### src/rtl/coin_pkg.sv
// Shared types and constants for the coin/vend controller.
// Segment glyphs are active-low, bit order {g,f,e,d,c,b,a}.
package coin_pkg;

   typedef enum logic [1:0] {
      IDLE   = 2'd0,
      VEND   = 2'd1,
      CHANGE = 2'd2
   } state_t;

   localparam logic [6:0] SEG_0 = 7'b1000000;
   localparam logic [6:0] SEG_1 = 7'b1111001;
   localparam logic [6:0] SEG_2 = 7'b0100100;
   localparam logic [6:0] SEG_3 = 7'b0110000;
   localparam logic [6:0] SEG_4 = 7'b0011001;
   localparam logic [6:0] SEG_5 = 7'b0010010;
   localparam logic [6:0] SEG_6 = 7'b0000010;
   localparam logic [6:0] SEG_7 = 7'b1111000;
   localparam logic [6:0] SEG_8 = 7'b0000000;
   localparam logic [6:0] SEG_9 = 7'b0010000;
   localparam logic [6:0] SEG_A = 7'b0001000;
   localparam logic [6:0] SEG_B = 7'b0000011;
   localparam logic [6:0] SEG_C = 7'b1000110;
   localparam logic [6:0] SEG_D = 7'b0100001;
   localparam logic [6:0] SEG_E = 7'b0000110;
   localparam logic [6:0] SEG_F = 7'b0001110;

endpackage

### src/rtl/seg7_hex.sv
// Combinational hex nibble to active-low 7-segment decoder.
module seg7_hex
   import coin_pkg::*;
(
   input  logic [3:0] i_hex,
   output logic [6:0] o_seg
);

   always_comb begin
      o_seg = SEG_0;
      case (i_hex)
         4'h0: o_seg = SEG_0;
         4'h1: o_seg = SEG_1;
         4'h2: o_seg = SEG_2;
         4'h3: o_seg = SEG_3;
         4'h4: o_seg = SEG_4;
         4'h5: o_seg = SEG_5;
         4'h6: o_seg = SEG_6;
         4'h7: o_seg = SEG_7;
         4'h8: o_seg = SEG_8;
         4'h9: o_seg = SEG_9;
         4'hA: o_seg = SEG_A;
         4'hB: o_seg = SEG_B;
         4'hC: o_seg = SEG_C;
         4'hD: o_seg = SEG_D;
         4'hE: o_seg = SEG_E;
         4'hF: o_seg = SEG_F;
         default: o_seg = SEG_0;
      endcase
   end

endmodule

### src/rtl/coin_vend_ctrl.sv
// Coin accumulator with saturating cap, fixed-price vend and unit-by-unit change return.
// Credit is shown on an active-low 7-segment display.
module coin_vend_ctrl
   import coin_pkg::*;
#(
   parameter int unsigned BITS       = 4,
   parameter int unsigned MAX_CREDIT = 10,
   parameter int unsigned VAL_LO     = 1,
   parameter int unsigned VAL_HI     = 5,
   parameter int unsigned PRICE      = 3
)(
   input  logic            clk,
   input  logic            rst,
   input  logic            moneda100,
   input  logic            moneda500,
   input  logic            buy,
   input  logic            cancel,
   output logic [BITS-1:0] result,
   output logic [6:0]      display,
   output logic            vend,
   output logic            change_pulse,
   output logic            reject,
   output logic            busy
);

   localparam logic [BITS:0]   C_MAX     = (BITS+1)'(MAX_CREDIT);
   localparam logic [BITS:0]   C_VAL_LO  = (BITS+1)'(VAL_LO);
   localparam logic [BITS:0]   C_VAL_HI  = (BITS+1)'(VAL_HI);
   localparam logic [BITS:0]   C_PRICE_W = (BITS+1)'(PRICE);
   localparam logic [BITS-1:0] C_PRICE   = (BITS)'(PRICE);
   localparam logic [BITS-1:0] C_ONE     = (BITS)'(1);

   state_t          r_state;
   state_t          w_state_nxt;
   logic [BITS-1:0] r_result;
   logic [BITS-1:0] w_result_nxt;
   logic            r_reject;
   logic            w_reject_nxt;

   logic            r_m100_q;
   logic            r_m500_q;
   logic            r_buy_q;
   logic            r_cancel_q;

   logic            w_ev100;
   logic            w_ev500;
   logic            w_evbuy;
   logic            w_evcancel;
   logic            w_any_coin;
   logic [BITS:0]   w_res_ext;
   logic [BITS:0]   w_sum_lo;
   logic [BITS:0]   w_sum_hi;
   logic [3:0]      w_nibble;

   // History resets high so a level already present at reset release is not an event.
   assign w_ev100    = moneda100 & ~r_m100_q;
   assign w_ev500    = moneda500 & ~r_m500_q;
   assign w_evbuy    = buy       & ~r_buy_q;
   assign w_evcancel = cancel    & ~r_cancel_q;
   assign w_any_coin = w_ev100 | w_ev500;

   assign w_res_ext = {1'b0, r_result};
   assign w_sum_lo  = w_res_ext + C_VAL_LO;
   assign w_sum_hi  = w_res_ext + C_VAL_HI;

   always_ff @(posedge clk or posedge rst) begin
      if (rst) begin
         r_state    <= IDLE;
         r_result   <= '0;
         r_reject   <= 1'b0;
         r_m100_q   <= 1'b1;
         r_m500_q   <= 1'b1;
         r_buy_q    <= 1'b1;
         r_cancel_q <= 1'b1;
      end else begin
         r_state    <= w_state_nxt;
         r_result   <= w_result_nxt;
         r_reject   <= w_reject_nxt;
         r_m100_q   <= moneda100;
         r_m500_q   <= moneda500;
         r_buy_q    <= buy;
         r_cancel_q <= cancel;
      end
   end

   always_comb begin
      w_state_nxt  = r_state;
      w_result_nxt = r_result;
      w_reject_nxt = 1'b0;
      case (r_state)
         IDLE: begin
            if (w_evcancel && (r_result != '0)) begin
               w_state_nxt  = CHANGE;
               w_reject_nxt = w_any_coin;
            end else if (w_evbuy && (w_res_ext >= C_PRICE_W)) begin
               w_result_nxt = r_result - C_PRICE;
               w_state_nxt  = VEND;
               w_reject_nxt = w_any_coin;
            end else if (w_ev500) begin
               // High coin wins the edge; a simultaneous low coin is always bounced.
               if (w_sum_hi <= C_MAX) begin
                  w_result_nxt = w_sum_hi[BITS-1:0];
               end else begin
                  w_reject_nxt = 1'b1;
               end
               if (w_ev100) begin
                  w_reject_nxt = 1'b1;
               end
            end else if (w_ev100) begin
               if (w_sum_lo <= C_MAX) begin
                  w_result_nxt = w_sum_lo[BITS-1:0];
               end else begin
                  w_reject_nxt = 1'b1;
               end
            end
         end
         VEND: begin
            w_reject_nxt = w_any_coin;
            w_state_nxt  = (r_result != '0) ? CHANGE : IDLE;
         end
         CHANGE: begin
            w_reject_nxt = w_any_coin;
            if (r_result != '0) begin
               w_result_nxt = r_result - C_ONE;
            end
            if (r_result <= C_ONE) begin
               w_state_nxt = IDLE;
            end
         end
         default: begin
            w_state_nxt = IDLE;
         end
      endcase
   end

   assign result       = r_result;
   assign vend         = (r_state == VEND);
   assign change_pulse = (r_state == CHANGE);
   assign busy         = (r_state != IDLE);
   assign reject       = r_reject;
   assign w_nibble     = 4'(r_result);

   seg7_hex u_seg7_hex (
      .i_hex (w_nibble),
      .o_seg (display)
   );

endmodule

### config.mk
export PLATFORM = sky130hd
export DESIGN_NAME = coin_vend_ctrl
export DESIGN_NICKNAME = d
export VERILOG_FILES = /design/src/rtl/coin_pkg.sv /design/src/rtl/seg7_hex.sv /design/src/rtl/coin_vend_ctrl.sv
export SDC_FILE = /design/constraint.sdc
export NUM_CORES = 1
export LEC_CHECK = 0
export ABC_AREA = 1
export BUFFER_PORTS_ARGS = -buffer_cell sky130_fd_sc_hd__buf_2
export CAP_MARGIN = 0
export CORE_MARGIN = 4
export CORE_UTILIZATION = 54
export CTS_CLUSTER_DIAMETER = 60
export DETAILED_ROUTE_END_ITERATION = 12
export PLACE_DENSITY = 0.74
export SLEW_MARGIN = 30
export SYNTH_ARGS = -nofsm -noshare
export SYNTH_HDL_FRONTEND = slang
export SYNTH_SLANG_ARGS = --single-unit
### constraint.sdc
create_clock -name clk -period 2.4 [get_ports clk]
set_input_delay 0.12 -clock clk [delete_from_list [all_inputs] [get_ports clk]]
set_output_delay 0.12 -clock clk [all_outputs]
set_load 0.005 [all_outputs]
==> impl_metrics.tcl <==
set metrics [dict create \
    globalRouteTotalUtil_pct 21.07 \
    grt_setup_unrepaired "false" \
    asyncSetResetFlopFracSynth_pct 100.0 \
    dr.first_iter.drc_count 36 \
    place_area_um2 1206 \
    met1_length_mm 1.178 \
    highest-signal-layer "met4" \
    core_area_um2 1942 \
    die_area_um2 2812 \
    yosys.area.top_type_share_pct 16.11 \
    die_height_um 53.03 \
    area_growth_from_synthesis_to_layout_pct 17.14 \
    tightest_slew_ns 0.5252 \
    synth_nets 170 \
    post_cts_buffers 0 \
    fin_tns_setup_ns 0 \
    met2_length_mm 1.194 \
    globalRoute.totalOverflow 0 \
    worstSkewPairLatency_ns 0.26 \
    timing_max_transition_violations_final 0 \
    ys_warn_count 0 \
    layout-drive-gt1-share_pct 25.97 \
    clock_tree.htree_level_count 1 \
    critPathLaunchType "register" \
    fin_worst_skew_ns 0.005616 \
    synth.lib_cells_used.distinct 30 \
    clock_tree.buffer_depth 2 \
    hold_viol_final 0 \
    largest_net_degree_at_the_start_of_global_routing 14 \
    yosysTopAreaCell "sky130_fd_sc_hd__nand2_1" \
    setup_viol 0 \
    final_min_period_over_clock_period_pct 81.78 \
    detail_route.first_pass.iterations 4 \
    met3RoutedLength_um 155 \
    run_status "finished clean" \
    grt_first_pass_wirelength_mm 4.429 \
    critical_path.max_fanout 8 \
    port_buffers 20 \
    chipWidth_um 53.03 \
    post_cts.resized_instances 0 \
    postRouteAntennaNets 0 \
    number_of_antenna_violations_at_the_first_check_in_global_routing 0 \
    initial_utilization_pct 56.38 \
    vias_in_the_first_global_route 1006 \
    detailroute.via_count 1078 \
    reg2regPathDepth 12 \
    post-route-drc-count 0 \
    detail_route.vias_per_cell 5.183 \
    number_of_inserted_diodes 0 \
    setup.worst_path.class "register to register" \
    power.ir.vdd_worst_v 0.0008688 \
    synth-edff-count 0 \
    post-route-cell-area_um2 1282 \
    synth.area.top_cells "sky130_fd_sc_hd__nand2_1, sky130_fd_sc_hd__dfrtp_1, sky130_fd_sc_hd__ha_1" \
    cts-root-buf "sky130_fd_sc_hd__clkbuf_4" \
    period_minus_slack_ns 1.963 \
    timing.hold.worst.class "input pin to async pin" \
    cap_viol_max_count 0 \
    cellPowerDensity_nw_per_um2 1390 \
    setup.worst_path.end_class "register" \
    arrival_ns 2.11 \
    cts_num_sinks 11 \
    cts-buffers-inserted 3 \
    routabilityCongestion 0.9422 \
    detailedPlacementHpwl_mm 1.951 \
    detail_route.wl_per_cell_um 12.22 \
    wirelength_mm 2.541 \
    syn_avg_cell_area_um2 7.109 \
    ff2ff_setup_slack_ns 0.44 \
    reg2reg_from "result[0]" \
    worst_setup_hold_path_clk_slew_ns 0.07 \
    floorplan.io_pins 21 \
    cts_hold_repair.buffers 5 \
    power.leakage_nw 0.7018 \
    syn_inst 154 \
    row_count 16 \
    yosys_most_used_dff "sky130_fd_sc_hd__dfrtp_1" \
    seq_total_area_yosys_pct 25.60 \
    timing.slew.headroom_pct 64.98 \
    cp.required_ns 2.55 \
    timing.rr.end "result[2]" \
    final_net_count 198 \
    syn_area_um2 1095 \
    tritoncts "done" \
    maximum_operating_frequency_mhz 509.5 \
    ys_ff_latch 11 \
]
==> per-layer routing <==
layer	up-vias	global-route usage, %
li1	552	-
met1	478	29.44
met2	46	34.92
met3	2	2.535
met4	0	3.830
met5	-	0
==> worst max-delay path by stage <==
stage | endpoint | slack (ns) | from
after global routing | result[1] | 0.27 | result[0]
after detailed placement | result[2] | 0.47 | result[0]
after global placement | result[3] | 0.53 | result[0]
after CTS | result[2] | 0.46 | result[0]
final | result[2] | 0.44 | result[0]
after floorplan | result[1] | 0.67 | result[0]
==> power by group <==
group          leakage (nW)  internal [mW]  total [mW]  switching [mW]
clock                0.0150         0.0641       0.123          0.0590
sequential            0.129          0.253       0.356           0.103
combinational         0.558          0.506        1.30           0.798
==> placed cells by master (no fill, tap or decap), drive strengths merged, types with 3 or more instances in the layout <==
master / n
buf: 21
clkbuf: 4
a21oi: 7
o21ai: 3
dfstp: 4
nor2: 12
dlygate4sd3: 5
nand2: 52
dfrtp: 7
ha: 10
inv: 20
nand3: 23
==> registers in the layout (all words and copies together) (netlist names) <==
register	cells
r_buy_q	1
r_cancel_q	1
r_m100_q	1
r_m500_q	1
r_state	2
reject	1
result	4
==> synth_stat cells, types with 3 or more instances <==
cell type / n
sky130_fd_sc_hd__ha_1: 10
sky130_fd_sc_hd__nor2_1: 6
sky130_fd_sc_hd__inv_2: 3
sky130_fd_sc_hd__nand3_1: 21
sky130_fd_sc_hd__a21oi_1: 6
sky130_fd_sc_hd__dfrtp_1: 7
sky130_fd_sc_hd__nor2_4: 5
sky130_fd_sc_hd__dfstp_2: 4
sky130_fd_sc_hd__nand2_2: 3
sky130_fd_sc_hd__nand2_1: 47
sky130_fd_sc_hd__inv_1: 17
==> through the flow <==
stage	util, %	power, mW	hold WS, ns	std cells	setup WS, ns
3_3_place_gp	62.11	1.628	0.1199	199	0.5317
6_report	66.04	1.783	0.3920	208	0.4372
4_1_cts	66.04	1.785	0.3878	208	0.4575
5_1_grt	66.04	1.989	0.4322	208	0.2730
3_5_place_dp	62.11	1.643	0.1302	199	0.4750
2_1_floorplan	-	1.318	-0.03042	154	0.6727
==> worst max-delay path, cell delays in order (launching register included) <==
cell and delay [ns]:
sky130_fd_sc_hd__dfrtp_1 0.49, sky130_fd_sc_hd__inv_1 0.20, sky130_fd_sc_hd__ha_1 0.38, sky130_fd_sc_hd__nand2_1 0.10, sky130_fd_sc_hd__nand3_1 0.10, sky130_fd_sc_hd__inv_1 0.11, sky130_fd_sc_hd__nor2_4 0.05, sky130_fd_sc_hd__nor2_4 0.07
sky130_fd_sc_hd__nand3_2 0.09, sky130_fd_sc_hd__nand2_4 0.10, sky130_fd_sc_hd__nand2_4 0.06, sky130_fd_sc_hd__nand2_1 0.05, sky130_fd_sc_hd__nand2_1 0.06
==> final cells by class <==
type	instances	area [um2]
fillers	167	659.4
flip-flops and latches	11	280.3
inverters	21	78.83
multi-input cells	119	705.7
clock buffers	4	26.28
repair buffers	26	157.7
well taps	27	33.78
==> cells by family (layout without fill, tap and decap cells) <==
family / Yosys count / in the layout / share of synthesized area (%)
xor gates and xnor gates: 2 / 2 / 1.600
adders and majority gates: 10 / 10 / 11.43
and+or+nand+nor: 90 / 90 / 41.37
AOI/OAI and AO/OA: 17 / 17 / 10.06
buffers and inverters: 24 / 51 / 9.942
DFF: 11 / 11 / 25.60
No activity file was read; power rests on OpenSTA's default activity.
